--- src/rtl/riscv_pkg.sv ---
// Shared types and constants for the RV32I load/store unit: FSM states, access sizes, trap causes,
// and decode helpers used when a request is accepted.
package riscv_pkg;

    typedef enum logic [1:0] {
        IDLE = 2'd0,
        BUS1 = 2'd1,
        BUS2 = 2'd2,
        RESP = 2'd3
    } lsu_state_t;

    localparam logic [1:0] LSU_B = 2'd0;
    localparam logic [1:0] LSU_H = 2'd1;
    localparam logic [1:0] LSU_W = 2'd2;

    localparam logic [1:0] CAUSE_NONE     = 2'd0;
    localparam logic [1:0] CAUSE_MISALIGN = 2'd1;
    localparam logic [1:0] CAUSE_TIMEOUT  = 2'd2;
    localparam logic [1:0] CAUSE_ILLEGAL  = 2'd3;

    // Stores have no unsigned variant; loads reject the 3'b11x encodings.
    function automatic logic lsu_illegal(input logic store, input logic [2:0] funct3);
        return (funct3[1:0] == 2'd3) || (store ? funct3[2] : (funct3[2] & funct3[1]));
    endfunction

    function automatic logic lsu_misaligned(input logic [1:0] size, input logic [1:0] off);
        return ((size == LSU_H) && off[0]) || ((size == LSU_W) && (off != 2'd0));
    endfunction

endpackage

--- src/rtl/riscv_lsu_lanes.sv ---
// Byte-lane steering for one 32-bit data port; purely combinational (zero latency, no backpressure).
// Produces an 8-lane strobe across two adjacent words so one instance serves both beats of a split access.
module riscv_lsu_lanes
    import riscv_pkg::*;
(
    input  logic [1:0]  i_off,
    input  logic [1:0]  i_size,
    input  logic        i_uns,
    input  logic [31:0] i_wdata,
    input  logic [63:0] i_rdata,
    output logic [7:0]  o_wstrb,
    output logic [31:0] o_wdata,
    output logic [31:0] o_rdata
);

    logic [4:0]  w_sh;
    logic [3:0]  w_base;
    logic [31:0] w_rep;
    logic [31:0] w_word;

    assign w_sh = {i_off, 3'b000};

    always_comb begin
        w_base = 4'b1111;
        w_rep  = i_wdata;
        case (i_size)
            LSU_B: begin
                w_base = 4'b0001;
                w_rep  = {4{i_wdata[7:0]}};
            end
            LSU_H: begin
                w_base = 4'b0011;
                w_rep  = {2{i_wdata[15:0]}};
            end
            default: begin
                w_base = 4'b1111;
                w_rep  = i_wdata;
            end
        endcase
    end

    assign o_wstrb = {4'b0000, w_base} << i_off;

    // Rotating the replicated word equals plain replication for aligned accesses and also places
    // the correct bytes in both words of an access that straddles a word boundary.
    assign o_wdata = (w_rep << w_sh) | (w_rep >> (6'd32 - {1'b0, w_sh}));

    assign w_word = 32'(i_rdata >> w_sh);

    always_comb begin
        o_rdata = w_word;
        case (i_size)
            LSU_B: o_rdata = i_uns ? {24'h0, w_word[7:0]} : {{24{w_word[7]}}, w_word[7:0]};
            LSU_H: o_rdata = i_uns ? {16'h0, w_word[15:0]} : {{16{w_word[15]}}, w_word[15:0]};
            default: o_rdata = w_word;
        endcase
    end

endmodule

--- src/rtl/riscv_lsu.sv ---
// RV32I load/store unit: one request at a time, 2-cycle best-case latency, holds mem_valid until mem_ready
// or watchdog expiry; req_ready low while busy. Define RISCV_LSU_SPLIT_EN to split misaligned H/W into two beats.
module riscv_lsu
    import riscv_pkg::*;
#(
    parameter int ADDR_W  = 32,
    parameter int TIMEOUT = 255
) (
    input  logic              clk,
    input  logic              reset,
    input  logic              req_valid,
    output logic              req_ready,
    input  logic              req_store,
    input  logic [2:0]        req_funct3,
    input  logic [ADDR_W-1:0] req_addr,
    input  logic [31:0]       req_wdata,
    input  logic [4:0]        req_rd,
    output logic              rsp_valid,
    output logic [31:0]       rsp_rdata,
    output logic [4:0]        rsp_rd,
    output logic              rsp_trap,
    output logic [1:0]        rsp_cause,
    output logic              mem_valid,
    output logic              mem_instr,
    output logic [ADDR_W-1:0] mem_addr,
    output logic [31:0]       mem_wdata,
    output logic [3:0]        mem_wstrb,
    input  logic              mem_ready,
    input  logic [31:0]       mem_rdata
);

    localparam int CNT_W = (TIMEOUT < 2) ? 1 : $clog2(TIMEOUT + 1);

`ifdef RISCV_LSU_SPLIT_EN
    localparam bit SPLIT_EN = 1'b1;
`else
    localparam bit SPLIT_EN = 1'b0;
`endif

    lsu_state_t        r_state;
    lsu_state_t        w_state_nxt;

    logic              r_store;
    logic [2:0]        r_funct3;
    logic [1:0]        r_off;
    logic [4:0]        r_rd;
    logic              r_split;
    logic [31:0]       r_lo;
    logic [CNT_W-1:0]  r_cnt;
    logic [ADDR_W-1:0] r_mem_addr;
    logic [31:0]       r_mem_wdata;
    logic [3:0]        r_mem_wstrb;
    logic              r_rsp_trap;
    logic [1:0]        r_rsp_cause;
    logic [31:0]       r_rsp_rdata;
    logic [4:0]        r_rsp_rd;

    logic              w_idle;
    logic [1:0]        w_off;
    logic [1:0]        w_size;
    logic              w_uns;
    logic              w_illegal;
    logic              w_misal;
    logic              w_tmo;
    logic              w_enter_resp;
    logic [1:0]        w_cause;
    logic [63:0]       w_rd64;
    logic [7:0]        w_strb8;
    logic [31:0]       w_lane_wdata;
    logic [31:0]       w_lane_rdata;

    assign w_idle    = (r_state == IDLE);
    // The lane block sees the live request while idle and the latched one during the bus beats.
    assign w_off     = w_idle ? req_addr[1:0]     : r_off;
    assign w_size    = w_idle ? req_funct3[1:0]   : r_funct3[1:0];
    assign w_uns     = w_idle ? req_funct3[2]     : r_funct3[2];
    assign w_illegal = lsu_illegal(req_store, req_funct3);
    assign w_misal   = lsu_misaligned(req_funct3[1:0], req_addr[1:0]);
    assign w_rd64    = (r_state == BUS2) ? {mem_rdata, r_lo} : {32'h0, mem_rdata};
    // Fires on the last permitted wait cycle; a simultaneous mem_ready takes priority.
    assign w_tmo     = (TIMEOUT != 0) && !mem_ready && (r_cnt == CNT_W'(TIMEOUT - 1));
    assign w_enter_resp = (w_state_nxt == RESP) && (r_state != RESP);

    riscv_lsu_lanes u_lanes (
        .i_off   (w_off),
        .i_size  (w_size),
        .i_uns   (w_uns),
        .i_wdata (req_wdata),
        .i_rdata (w_rd64),
        .o_wstrb (w_strb8),
        .o_wdata (w_lane_wdata),
        .o_rdata (w_lane_rdata)
    );

    always_ff @(posedge clk or posedge reset) begin
        if (reset) begin
            r_state <= IDLE;
        end else begin
            r_state <= w_state_nxt;
        end
    end

    always_comb begin
        w_state_nxt = r_state;
        w_cause     = CAUSE_NONE;
        case (r_state)
            IDLE: begin
                if (req_valid) begin
                    if (w_illegal) begin
                        w_state_nxt = RESP;
                        w_cause     = CAUSE_ILLEGAL;
                    end else if (w_misal && !SPLIT_EN) begin
                        w_state_nxt = RESP;
                        w_cause     = CAUSE_MISALIGN;
                    end else begin
                        w_state_nxt = BUS1;
                    end
                end
            end
            BUS1: begin
                if (mem_ready) begin
                    w_state_nxt = r_split ? BUS2 : RESP;
                end else if (w_tmo) begin
                    w_state_nxt = RESP;
                    w_cause     = CAUSE_TIMEOUT;
                end
            end
            BUS2: begin
                if (mem_ready) begin
                    w_state_nxt = RESP;
                end else if (w_tmo) begin
                    w_state_nxt = RESP;
                    w_cause     = CAUSE_TIMEOUT;
                end
            end
            RESP:    w_state_nxt = IDLE;
            default: w_state_nxt = IDLE;
        endcase
    end

    always_comb begin
        req_ready = w_idle && !reset;
        mem_valid = (r_state == BUS1) || (r_state == BUS2);
        rsp_valid = (r_state == RESP);
    end

    assign mem_instr = 1'b0;
    assign mem_addr  = r_mem_addr;
    assign mem_wdata = r_mem_wdata;
    assign mem_wstrb = r_mem_wstrb;
    assign rsp_rdata = r_rsp_rdata;
    assign rsp_rd    = r_rsp_rd;
    assign rsp_trap  = r_rsp_trap;
    assign rsp_cause = r_rsp_cause;

    always_ff @(posedge clk or posedge reset) begin
        if (reset) begin
            r_store     <= 1'b0;
            r_funct3    <= 3'd0;
            r_off       <= 2'd0;
            r_rd        <= 5'd0;
            r_split     <= 1'b0;
            r_lo        <= 32'h0;
            r_cnt       <= '0;
            r_mem_addr  <= '0;
            r_mem_wdata <= 32'h0;
            r_mem_wstrb <= 4'h0;
            r_rsp_trap  <= 1'b0;
            r_rsp_cause <= CAUSE_NONE;
            r_rsp_rdata <= 32'h0;
            r_rsp_rd    <= 5'd0;
        end else begin
            case (r_state)
                IDLE: begin
                    if (req_valid) begin
                        r_store     <= req_store;
                        r_funct3    <= req_funct3;
                        r_off       <= req_addr[1:0];
                        r_rd        <= req_rd;
                        r_split     <= w_misal && SPLIT_EN;
                        r_cnt       <= '0;
                        r_mem_addr  <= {req_addr[ADDR_W-1:2], 2'b00};
                        r_mem_wstrb <= req_store ? w_strb8[3:0] : 4'h0;
                        r_mem_wdata <= req_store ? w_lane_wdata : 32'h0;
                    end
                end
                BUS1, BUS2: begin
                    if (mem_ready) begin
                        r_cnt <= '0;
                        r_lo  <= mem_rdata;
                        if ((r_state == BUS1) && r_split) begin
                            r_mem_addr  <= r_mem_addr + ADDR_W'(4);
                            r_mem_wstrb <= r_store ? w_strb8[7:4] : 4'h0;
                        end
                    end else begin
                        r_cnt <= r_cnt + CNT_W'(1);
                    end
                end
                default: ;
            endcase

            if (w_enter_resp) begin
                r_rsp_trap  <= (w_cause != CAUSE_NONE);
                r_rsp_cause <= w_cause;
                r_rsp_rd    <= w_idle ? req_rd : r_rd;
                r_rsp_rdata <= ((w_cause == CAUSE_NONE) && !r_store) ? w_lane_rdata : 32'h0;
            end
        end
    end

endmodule

--- config.mk ---
export PLATFORM = sky130hd
export DESIGN_NAME = riscv_lsu
export DESIGN_NICKNAME = d
export VERILOG_FILES = /design/src/rtl/riscv_pkg.sv /design/src/rtl/riscv_lsu_lanes.sv /design/src/rtl/riscv_lsu.sv
export SDC_FILE = /design/constraint.sdc
export NUM_CORES = 1
export LEC_CHECK = 0
export BUFFER_PORTS_ARGS = -buffer_cell sky130_fd_sc_hd__buf_2
export CAP_MARGIN = 20
export CORE_UTILIZATION = 35
export DETAILED_ROUTE_END_ITERATION = 7
export PLACE_DENSITY_LB_ADDON = 0.2
export SLEW_MARGIN = 20
export SYNTH_ARGS = -nofsm -noshare
export SYNTH_HDL_FRONTEND = slang
export SYNTH_SLANG_ARGS = --single-unit
--- constraint.sdc ---
create_clock -name clk -period 5.1 [get_ports clk]
set_clock_uncertainty 0.2 [all_clocks]
set_input_delay 1.02 -clock clk [delete_from_list [all_inputs] [get_ports clk]]
set_output_delay 1.02 -clock clk [all_outputs]
set_load 0.03 [all_outputs]
==> flow_summary_export.csv, run 1 <==
group,metric,value,unit
outcome,outcome,"complete, but fails checks",
outcome,violations,"design-rule violations",
synth,synth_area,0.00936,sq mm
global_route,grt_overflow,0,
critical_path,crit_arrival,3880,ps
placement,place.gp.congestion,0.829,
critical_path,path_max_fanout,70,
route,antenna_left,0,
route,viasPerCell,5.70,
synth,yosysUniqueCellTypes,71,
floorplan,initial_core_util,0.358,
timing,fmax,0.269,GHz
cts,clock-root-buffer,"clkbuf_16",
cts,hold_buffers,0,
synth,ys_async_sr_fraction,1.00,
floorplan,row_count,59,
global_route,first_global_vias,7938,
cts,clockBufferDepth,2,
final_layout,fillCellCount,2597,
cts,clock_sinks,159,
final_layout,drive_gt1_frac,0.345,
timing,period_share,0.729,
synth,ys_seq_area_frac,0.425,
critical_path,crit_type,"flip-flop to flip-flop",
cts,h-tree-depth,4,
timing,finalHoldViolCount,0,
final_layout,layout_commonest_cell,"buf_2",
timing,finalWorstSetupSlack,1380,ps
cts,cts_buffers,17,
global_route,grt_use_total,0.220,
floorplan,die_h,166,microns
floorplan,pin_count,221,
run,max_cap_viol_count,0,
synth,syn_inst,929,
synth,netlist.area_leader.share,0.425,
synth,synth-seq-cells,159,
route,vias,8324,
placement,post-place-ws,1160,ps
cts,clkTransAtPathRegs,70,ps
placement,port_buffers,217,
route,route.detailed.wl_per_inst,20.6,microns
timing,rsz0062_at_grt,"no",
timing,timing.hold.ws,278,ps
final_layout,nNetsFinal,1227,
pwr,p_per_area,800,mW/mm^2
synth,yosys.area.top_type,"dfrtp_1",
placement,place_hpwl,20700,microns
route,totalWireLength,30000,microns
final_layout,area_growth,20.1,%
global_route,grt_pass1_wl,46100,microns
timing,finalMaxSlewViolations,0,
synth,synth_area_leaders,"dfrtp_1, mux2_2, mux2i_1, nand2_1, o21ai_0",
cts,cts_setup_buffers,0,
pwr,peakVddDrop,0.449,mV
route,drt_iter0_markers,704,
critical_path,end_kind,"flip-flop",
pwr,p_leak,5.14,nW
synth,synth-main-ff-cell,"dfrtp_1",
synth,ys_warn_count,0,
floorplan,core-area,0.0261,sq mm
timing,fin_crit,3720,ps
floorplan,die-area,0.0274,sq mm
final_layout,final_cell_mix,"buf_2, dfrtp_1, nand2_1",
global_route,grt_max_degree,72,
floorplan,fp.dieW,166,microns
synth,avgSynthCellArea,10.1,sq um
route,drtPass1Iterations,7,
route,drc,26,
timing,tightestPinTransition,1160,ps
timing,tns,0,ps
cts,cts_resized,0,
worst_hold_path,hp-class,"flip-flop to flip-flop",
timing,setup_viol_count_final,0,
critical_path,start_kind,"flip-flop",
cts,clkLatencyLatePin,430,ps
synth,synth_edf_count,0,
critical_path,crit_required,5260,ps
global_route,antenna_found_initial,2,
cts,cts_tree,"done",
timing,slew_headroom,0.210,
[path summary, 6_finish.rpt]
| check | from | end | slack, ps | cells after the start |
|---|---|---|---|---|
| worst max-delay path | r_state[0]$_DFF_PP0_ | mem_wdata[16]$_DFFE_PP0P_ | 1380 | 9 |
| worst min-delay path | r_rd[1]$_DFFE_PP0P_ | r_rd[1]$_DFFE_PP0P_ | 280 | 2 |
| worst max register to register | r_state[0]$_DFF_PP0_ | mem_wdata[16]$_DFFE_PP0P_ | 1380 | 9 |
| worst min register to register | r_rd[1]$_DFFE_PP0P_ | r_rd[1]$_DFFE_PP0P_ | 280 | 2 |
| max in group asynchronous | reset | mem_wdata[2]$_DFFE_PP0P_ | 3260 | 3 |
| min in group asynchronous | reset | r_rd[1]$_DFFE_PP0P_ | 540 | 2 |
[kinds of logic (layout without fill, tap and decap cells)]
kind of cell	after synthesis	count (layout)	synth area share
AOI/OAI and AO/OA	300	300	0.220
adders and majority gates	6	6	0.00802
DFF	159	159	0.425
and+or+nand+nor	233	233	0.118
muxes	148	148	0.183
buffers and inverters	81	274	0.0445
other	1	4	0.000401
xor gates and xnor gates	1	1	0.000936
[area by class of cell]
class / instances / area [sq um] / area share
tap: 335 / 419 / 0.0373
timing repair buffer: 232 / 1210 / 0.108
clock buffer: 17 / 425 / 0.0378
multi-input combinational: 691 / 4980 / 0.443
clock inverter: 14 / 179 / 0.0159
inverter: 11 / 47.5 / 0.00423
sequential: 159 / 3980 / 0.354
antenna: 1 / 2.50 / 0.000223
[worst max-delay path, cell delays in order (launching register included)]
cell      delay, ps
dfrtp_1         410
inv_1            90
ha_1            180
buf_4           370
mux2_2          250
buf_4           670
nand2_1         600
o21bai_1        530
a221oi_1        160
a21oi_1         170
[cell usage after synthesis (all sizes together) (7+ instances only)]
cell,instances
mux2i,56
a221oi,16
nand3,13
mux2,85
a31oi,7
nor3,10
o21ai,92
a32oi,9
nand2b,7
o211ai,16
buf,39
clkbuf,31
a21oi,63
nand2,131
a222oi,10
inv,11
a22oi,8
nor2,34
o2bb2ai,19
o31ai,29
mux4,7
dfrtp,159
[registers in the layout, indices dropped and copies added, names as in the netlist]
register	cells
mem_addr	30
mem_wdata	32
mem_wstrb	4
r_cnt	8
r_funct3	3
r_lo	32
r_off	2
r_rd	5
r_state	2
r_store	1
rsp_cause	2
rsp_rd	5
rsp_rdata	32
rsp_trap	1
[metal layers]
layer  up-vias  routed length, microns  part of all wire  GRT usage
met5         -                       0                 0          0
met4         0                     492             0.016     0.0636
met3        34                    2220             0.074     0.0440
met2       352                   13600              0.45      0.325
met1      4094                   13700              0.46      0.321
li1       3844                       -                 -          -
[where the power goes]
group          switching (W)  internal, W
clock               0.000611     0.000741
combinational        0.00360      0.00188
sequential          0.000347      0.00182
[per-stage QoR]
| stage | util | std cells | total power, W | cell area, sq um |
|---|---|---|---|---|
| floorplan | - | 931 | 0.00624 | 9370 |
| global placement | 0.407 | 1428 | 0.00758 | 10600 |
| detailed placement | 0.407 | 1428 | 0.00763 | 10600 |
| CTS | 0.430 | 1459 | 0.00901 | 11200 |
| global route | 0.430 | 1460 | 0.00958 | 11200 |
| finish | 0.430 | 1460 | 0.00900 | 11200 |
No activity file was read; power rests on OpenSTA's default activity.
==> run 2: changes to the inputs <==
--- a/config.mk
+++ b/config.mk
@@ -5,6 +5,7 @@
 export SDC_FILE = /design/constraint.sdc
 export NUM_CORES = 1
 export LEC_CHECK = 0
+export ABC_AREA = 1
 export BUFFER_PORTS_ARGS = -buffer_cell sky130_fd_sc_hd__buf_2
 export CAP_MARGIN = 20
 export CORE_UTILIZATION = 35
==> constraint.sdc (replaced) <==
create_clock -name clk -period 3.4 [get_ports clk]
set_clock_uncertainty 0.2 [all_clocks]
set_input_delay 0.68 -clock clk [delete_from_list [all_inputs] [get_ports clk]]
set_output_delay 0.68 -clock clk [all_outputs]
set_load 0.03 [all_outputs]
==> run 2 against run 1 <==
- the flow now finishes without violations
- wire length rose by 0.75%
- critical path depth rose by 6
- core utilization rose by 0.10 points
- final cell count rose by 40%
- combinational power rose by 65%
- highest routed layer unchanged
==> flow_summary_export.csv, run 2 <==
group,metric,value,unit
outcome,outcome,"completed",
cts,cts_setup_buffers,0,
pwr,peakVddDrop,0.652,mV
run,max_cap_viol_count,0,
synth,synth-seq-cells,159,
final_layout,diodes,0,
cts,clkTransAtPathRegs,80,ps
route,drtPass1Iterations,6,
timing,period_share,0.872,
placement,place.gp.congestion,0.832,
global_route,first_global_vias,9007,
final_layout,nNetsFinal,1777,
route,drc,0,
floorplan,core-area,0.0271,sq mm
pwr,p_leak,6.61,nW
route,vias,9987,
synth,synth.most_common_cell,"nand2_1",
critical_path,crit_slowest_cell,"dfrtp_1",
cts,clkLatencyLatePin,440,ps
synth,yosys.area.top_type,"dfrtp_1",
timing,finalMaxSlewViolations,0,
route,drt_iter0_markers,852,
cts,hold_buffers,0,
synth,syn_inst,1478,
floorplan,die-area,0.0285,sq mm
timing,fin_crit,2960,ps
route,viasPerCell,4.88,
global_route,grt_overflow,0,
critical_path,crit_type,"flip-flop to flip-flop",
timing,tightestPinTransition,766,ps
critical_path,start_kind,"flip-flop",
cts,cts_buffers,17,
final_layout,final_cell_mix,"nand2_1, buf_2, nand3_1",
floorplan,pin_count,221,
route,totalWireLength,30200,microns
timing,rsz0062_at_grt,"no",
placement,post-place-ws,415,ps
global_route,antenna_found_initial,0,
floorplan,die_h,169,microns
synth,synth_area,0.00973,sq mm
timing,slew_headroom,0.488,
critical_path,cp_cell_sequence,"inv_1 -> ha_1 -> inv_4 -> nand2_1 -> nand2_2 -> ha_1 -> nor2_1 -> inv_1 -> nand2_2 -> inv_1 -> nor2_1 -> nor2_1 -> nand2_1 -> nand2_1 -> nand2_1",
final_layout,drive_gt1_frac,0.184,
route,route.detailed.wl_per_inst,14.8,microns
synth,synth.top_cells.by_count,"nand2_1, nand3_1, dfrtp_1",
timing,fmax,0.337,GHz
cts,clock-root-buffer,"clkbuf_16",
floorplan,row_count,60,
critical_path,crit_arrival,3100,ps
synth,avgSynthCellArea,6.58,sq um
critical_path,end_kind,"flip-flop",
critical_path,worst_path_most_repeated_cell,"nand2_1",
placement,port_buffers,217,
critical_path,cpPeakStageDelay,410,ps
placement,place_hpwl,21300,microns
route,antenna_left,0,
timing,finalHoldViolCount,0,
cts,cts_resized,0,
synth,synth-main-ff-cell,"dfrtp_1",
cts,clock_sinks,159,
synth,ys_async_sr_fraction,1.00,
floorplan,initial_core_util,0.359,
cts,h-tree-depth,4,
synth,netlist.area_leader.share,0.409,
final_layout,layout_commonest_cell,"nand2_1",
timing,finalWorstSetupSlack,435,ps
critical_path,crit_required,3540,ps
synth,synth_edf_count,0,
timing,setup_viol_count_final,0,
placement,dpl_cell_area,0.0111,sq mm
synth,synth_area_leaders,"dfrtp_1, nand2_1, nand3_1, inv_1, o21ai_0",
cts,cts_tree,"done",
synth,ys_warn_count,0,
timing,tns,0,ps
pwr,p_per_area,1210,mW/mm^2
global_route,grt_use_total,0.213,
cts,clockBufferDepth,2,
final_layout,instances_no_fill,2047,
global_route,grt_pass1_wl,47700,microns
synth,ys_seq_area_frac,0.409,
global_route,grt_max_degree,69,
placement,placed_cells,2015,
final_layout,design_area,0.0117,sq mm
final_layout,area_growth,20.2,%
synth,yosysUniqueCellTypes,34,
worst_hold_path,hp-class,"input port to async pin",
floorplan,fp.dieW,169,microns
critical_path,path_max_fanout,17,
-- run 2: final timing paths --
check                                               from                  endpoint  slack [ps]  cells past startpoint
min in group clk                            req_addr[12]  mem_addr[12]$_DFFE_PP0P_         240                      3
max in group asynchronous                          reset      r_lo[11]$_DFFE_PP0P_        2120                      3
worst min-delay path                               reset     rsp_rd[3]$_DFFE_PP0P_         120                      2
worst min register to register  mem_addr[11]$_DFFE_PP0P_  mem_addr[11]$_DFFE_PP0P_         270                      2
worst max register to register      r_state[0]$_DFF_PP0_  mem_wdata[5]$_DFFE_PP0P_         440                     15
worst max-delay path                r_state[0]$_DFF_PP0_  mem_wdata[5]$_DFFE_PP0P_         440                     15
-- run 2: cell families after synthesis --
kind of cell / count (synthesis) / synth area share
buffers and inverters: 210 / 0.0973
adders and majority gates: 6 / 0.00772
AOI/OAI and AO/OA: 153 / 0.0848
DFF: 159 / 0.409
other: 1 / 0.000386
muxes: 4 / 0.00463
and+or+nand+nor: 945 / 0.396
-- run 2: worst max-delay path: cells and delay by family (launching register included) --
family	cells	cell delay (ps)
adders and majority gates	2	610
buffers and inverters	4	850
DFF	1	410
and+or+nand+nor	9	810
-- run 2: per-layer routing --
layer	vias to the layer above	global-route usage	share of wire
li1	5011	-	-
met1	4618	0.311	0.48
met2	331	0.323	0.44
met3	27	0.0365	0.062
met4	0	0.0581	0.012
met5	-	0	0
-- run 2: final cells by class --
cell class                      instances  area, sq um
Clock buffer                           17          425
Clock inverter                         15          145
Fill cell                            2892        15400
Inverter                              127          483
Multi-Input combinational cell       1111         4840
Sequential cell                       159         3980
Tap cell                              372          465
Timing Repair Buffer                  246         1350
-- run 2: power by group --
| group | internal (W) | switching (W) |
|---|---|---|
| clock network | 0.000974 | 0.000930 |
| logic | 0.00266 | 0.00637 |
| registers | 0.00271 | 0.000440 |
| total | 0.00634 | 0.00774 |
-- run 2: per-stage QoR --
stage           util  hold WS [ps]  total power, W
5_1_grt        0.431           163          0.0154
2_1_floorplan      -           248         0.00984
3_3_place_gp   0.410           249          0.0121
6_report       0.431           120          0.0141
4_1_cts        0.431           128          0.0141
3_5_place_dp   0.410           253          0.0122
==> run 3: changes to the inputs <==
--- a/config.mk
+++ b/config.mk
@@ -10,7 +10,7 @@
 export CAP_MARGIN = 20
 export CORE_UTILIZATION = 35
 export DETAILED_ROUTE_END_ITERATION = 7
-export PLACE_DENSITY_LB_ADDON = 0.2
+export PLACE_DENSITY = 0.64
 export SLEW_MARGIN = 20
 export SYNTH_ARGS = -nofsm -noshare
 export SYNTH_HDL_FRONTEND = slang
==> run 3 against run 2 <==
- via count is 0.67% higher
- final cell count stayed put
- clock power is 18% higher
- worst setup slack worse by 52 ps
- register-to-register slack worse by 50 ps
- first-iteration DRC count is 0.35% higher
- sequential share of layout area is 0.20 points lower
- die area stayed put
==> flow_summary_export.csv, run 3 (synthesis results as in run 2) <==
group,metric,value,unit
pwr,p_sw_frac,0.536,
route,route.detailed.wl_per_inst,14.9,microns
cts,clockBufferDepth,2,
pwr,peakVddDrop,0.682,mV
floorplan,fp.dieW,169,microns
cts,clkTransAtPathRegs,70,ps
timing,period_share,0.887,
route,drtPass1Iterations,5,
cts,cts_setup_buffers,0,
cts,cts_tree,"done",
placement,place_hpwl,21200,microns
cts,cts_resized,0,
timing,finalHoldViolCount,0,
floorplan,die-area,0.0285,sq mm
final_layout,design_area,0.0118,sq mm
critical_path,cpPeakStageDelay,590,ps
pwr,power.share.combinational,0.627,
timing,setup_viol_count_final,0,
critical_path,cp_num_buf_inv,2,
route,vias,10100,
timing,tns,0,ps
pwr,power.total,0.0144,W
placement,port_buffers,217,
timing,fin_crit,3020,ps
timing,rsz0062_at_grt,"no",
cts,cts_buffers,17,
pwr,pwr-share-clk,0.155,
floorplan,initial_core_util,0.359,
timing,finalWorstSetupSlack,383,ps
route,drt_iter0_markers,855,
cts,hold_buffers,0,
timing,tightestPinTransition,884,ps
placement,place.gp.congestion,0.856,
pwr,power_switching,0.00773,W
run,max_cap_viol_count,0,
route,totalWireLength,30500,microns
critical_path,end_kind,"flip-flop",
global_route,antenna_found_initial,8,
route,antenna_left,0,
critical_path,r2r_start,"r_state[0]$_DFF_PP0_",
placement,dpl_cell_area,0.0111,sq mm
critical_path,start_kind,"flip-flop",
floorplan,core-area,0.0271,sq mm
route,drc,0,
pwr,p_per_area,1230,mW/mm^2
global_route,grt_max_degree,160,
pwr,pwr-share-seq,0.218,
final_layout,final_cell_mix,"nand2_1, buf_2, nand3_1",
floorplan,row_count,60,
pwr,power.internal,0.00670,W
critical_path,crit_type,"flip-flop to flip-flop",
floorplan,die_h,169,microns
cts,clock-root-buffer,"clkbuf_16",
final_layout,regArea,0.00398,sq mm
critical_path,path_max_fanout,17,
global_route,first_global_vias,9298,
global_route,grt_overflow,0,
critical_path,crit_family,"simple AND/OR/NAND/NOR gates",
cts,clock_sinks,159,
placement,post-place-ws,457,ps
critical_path,crit_start,"r_state[0]$_DFF_PP0_",
global_route,grt_pass1_wl,49000,microns
cts,clkLatencyLatePin,430,ps
pwr,p_leak,6.65,nW
final_layout,area_growth,20.9,%
critical_path,worst_path_most_repeated_cell,"nand2_1",
global_route,grt_use_total,0.217,
critical_path,crit_slowest_cell,"nor2_2",
worst_hold_path,hp-class,"input port to flip-flop",
timing,fmax,0.331,GHz
cts,h-tree-depth,4,
final_layout,nNetsFinal,1773,
timing,slew_headroom,0.411,
route,viasPerCell,4.91,
timing,finalMaxSlewViolations,0,
outcome,outcome,"completed",
critical_path,crit_required,3520,ps
final_layout,drive_gt1_frac,0.183,
final_layout,multi_input_area,0.00484,sq mm
critical_path,crit_arrival,3140,ps
worst_hold_path,min_from,"req_addr[13]",
critical_path,cp_cell_sequence,"inv_1 -> ha_1 -> inv_4 -> nand2_1 -> nand2_1 -> nor2_2 -> nand2_1 -> nand3_1 -> nand3_1 -> nand2_1 -> nand2_1 -> nand2_1 -> nand2_1",
final_layout,fillCellCount,2844,
final_layout,layout_commonest_cell,"nand2_1",
floorplan,pin_count,221,
run 3: area by class of cell:
class | instances | share of cell area
inverters | 127 | 0.0411
multi-input cells | 1111 | 0.411
clock inverters | 15 | 0.0210
well taps | 372 | 0.0396
repair buffers | 242 | 0.112
flip-flops and latches | 159 | 0.338
diodes | 4 | 0.000851
clock buffers | 17 | 0.0362
run 3: worst paths after layout:
kind	end	slack [ps]	cells after the start
worst max register to register	mem_wdata[19]$_DFFE_PP0P_	380	13
worst max-delay path	mem_wdata[19]$_DFFE_PP0P_	380	13
min in group asynchronous	rsp_rd[4]$_DFFE_PP0P_	330	3
worst min register to register	mem_addr[28]$_DFFE_PP0P_	270	2
worst min-delay path	mem_addr[13]$_DFFE_PP0P_	250	3
max in group asynchronous	r_lo[22]$_DFFE_PP0P_	2020	3
run 3: power groups by stage:
stage,clock (W),combinational (W),sequential [W]
after detailed placement,0,0.00899,0.00318
after global placement,0,0.00892,0.00316
after global routing,0.00235,0.0101,0.00324
final,0.00224,0.00905,0.00315
after floorplan,0,0.00571,0.00413
after CTS,0.00228,0.00903,0.00315
run 3: layer usage:
layer	wire, microns	share of wire	vias up	track usage
met3	2080	0.068	54	0.0421
met4	654	0.021	10	0.0743
met2	13500	0.44	377	0.332
li1	-	-	5012	-
met1	14200	0.47	4601	0.305
met5	58	0.0019	-	0
run 3: metrics by stage:
stage               utilization  cells  hold slack (ps)
global placement          0.409   2011              250
CTS                       0.433   2043              227
finish                    0.434   2047              248
global route              0.434   2044              246
detailed placement        0.409   2011              253
floorplan                     -   1480              248
run 3: worst register-to-register path, cell delays in order (launching register included):
cell	delay (ps)
dfrtp_1	410
inv_1	110
ha_1	490
inv_4	190
nand2_1	100
nand2_1	100
nor2_2	590
nand2_1	210
nand3_1	180
nand3_1	80
nand2_1	100
nand2_1	50
nand2_1	50
nand2_1	50
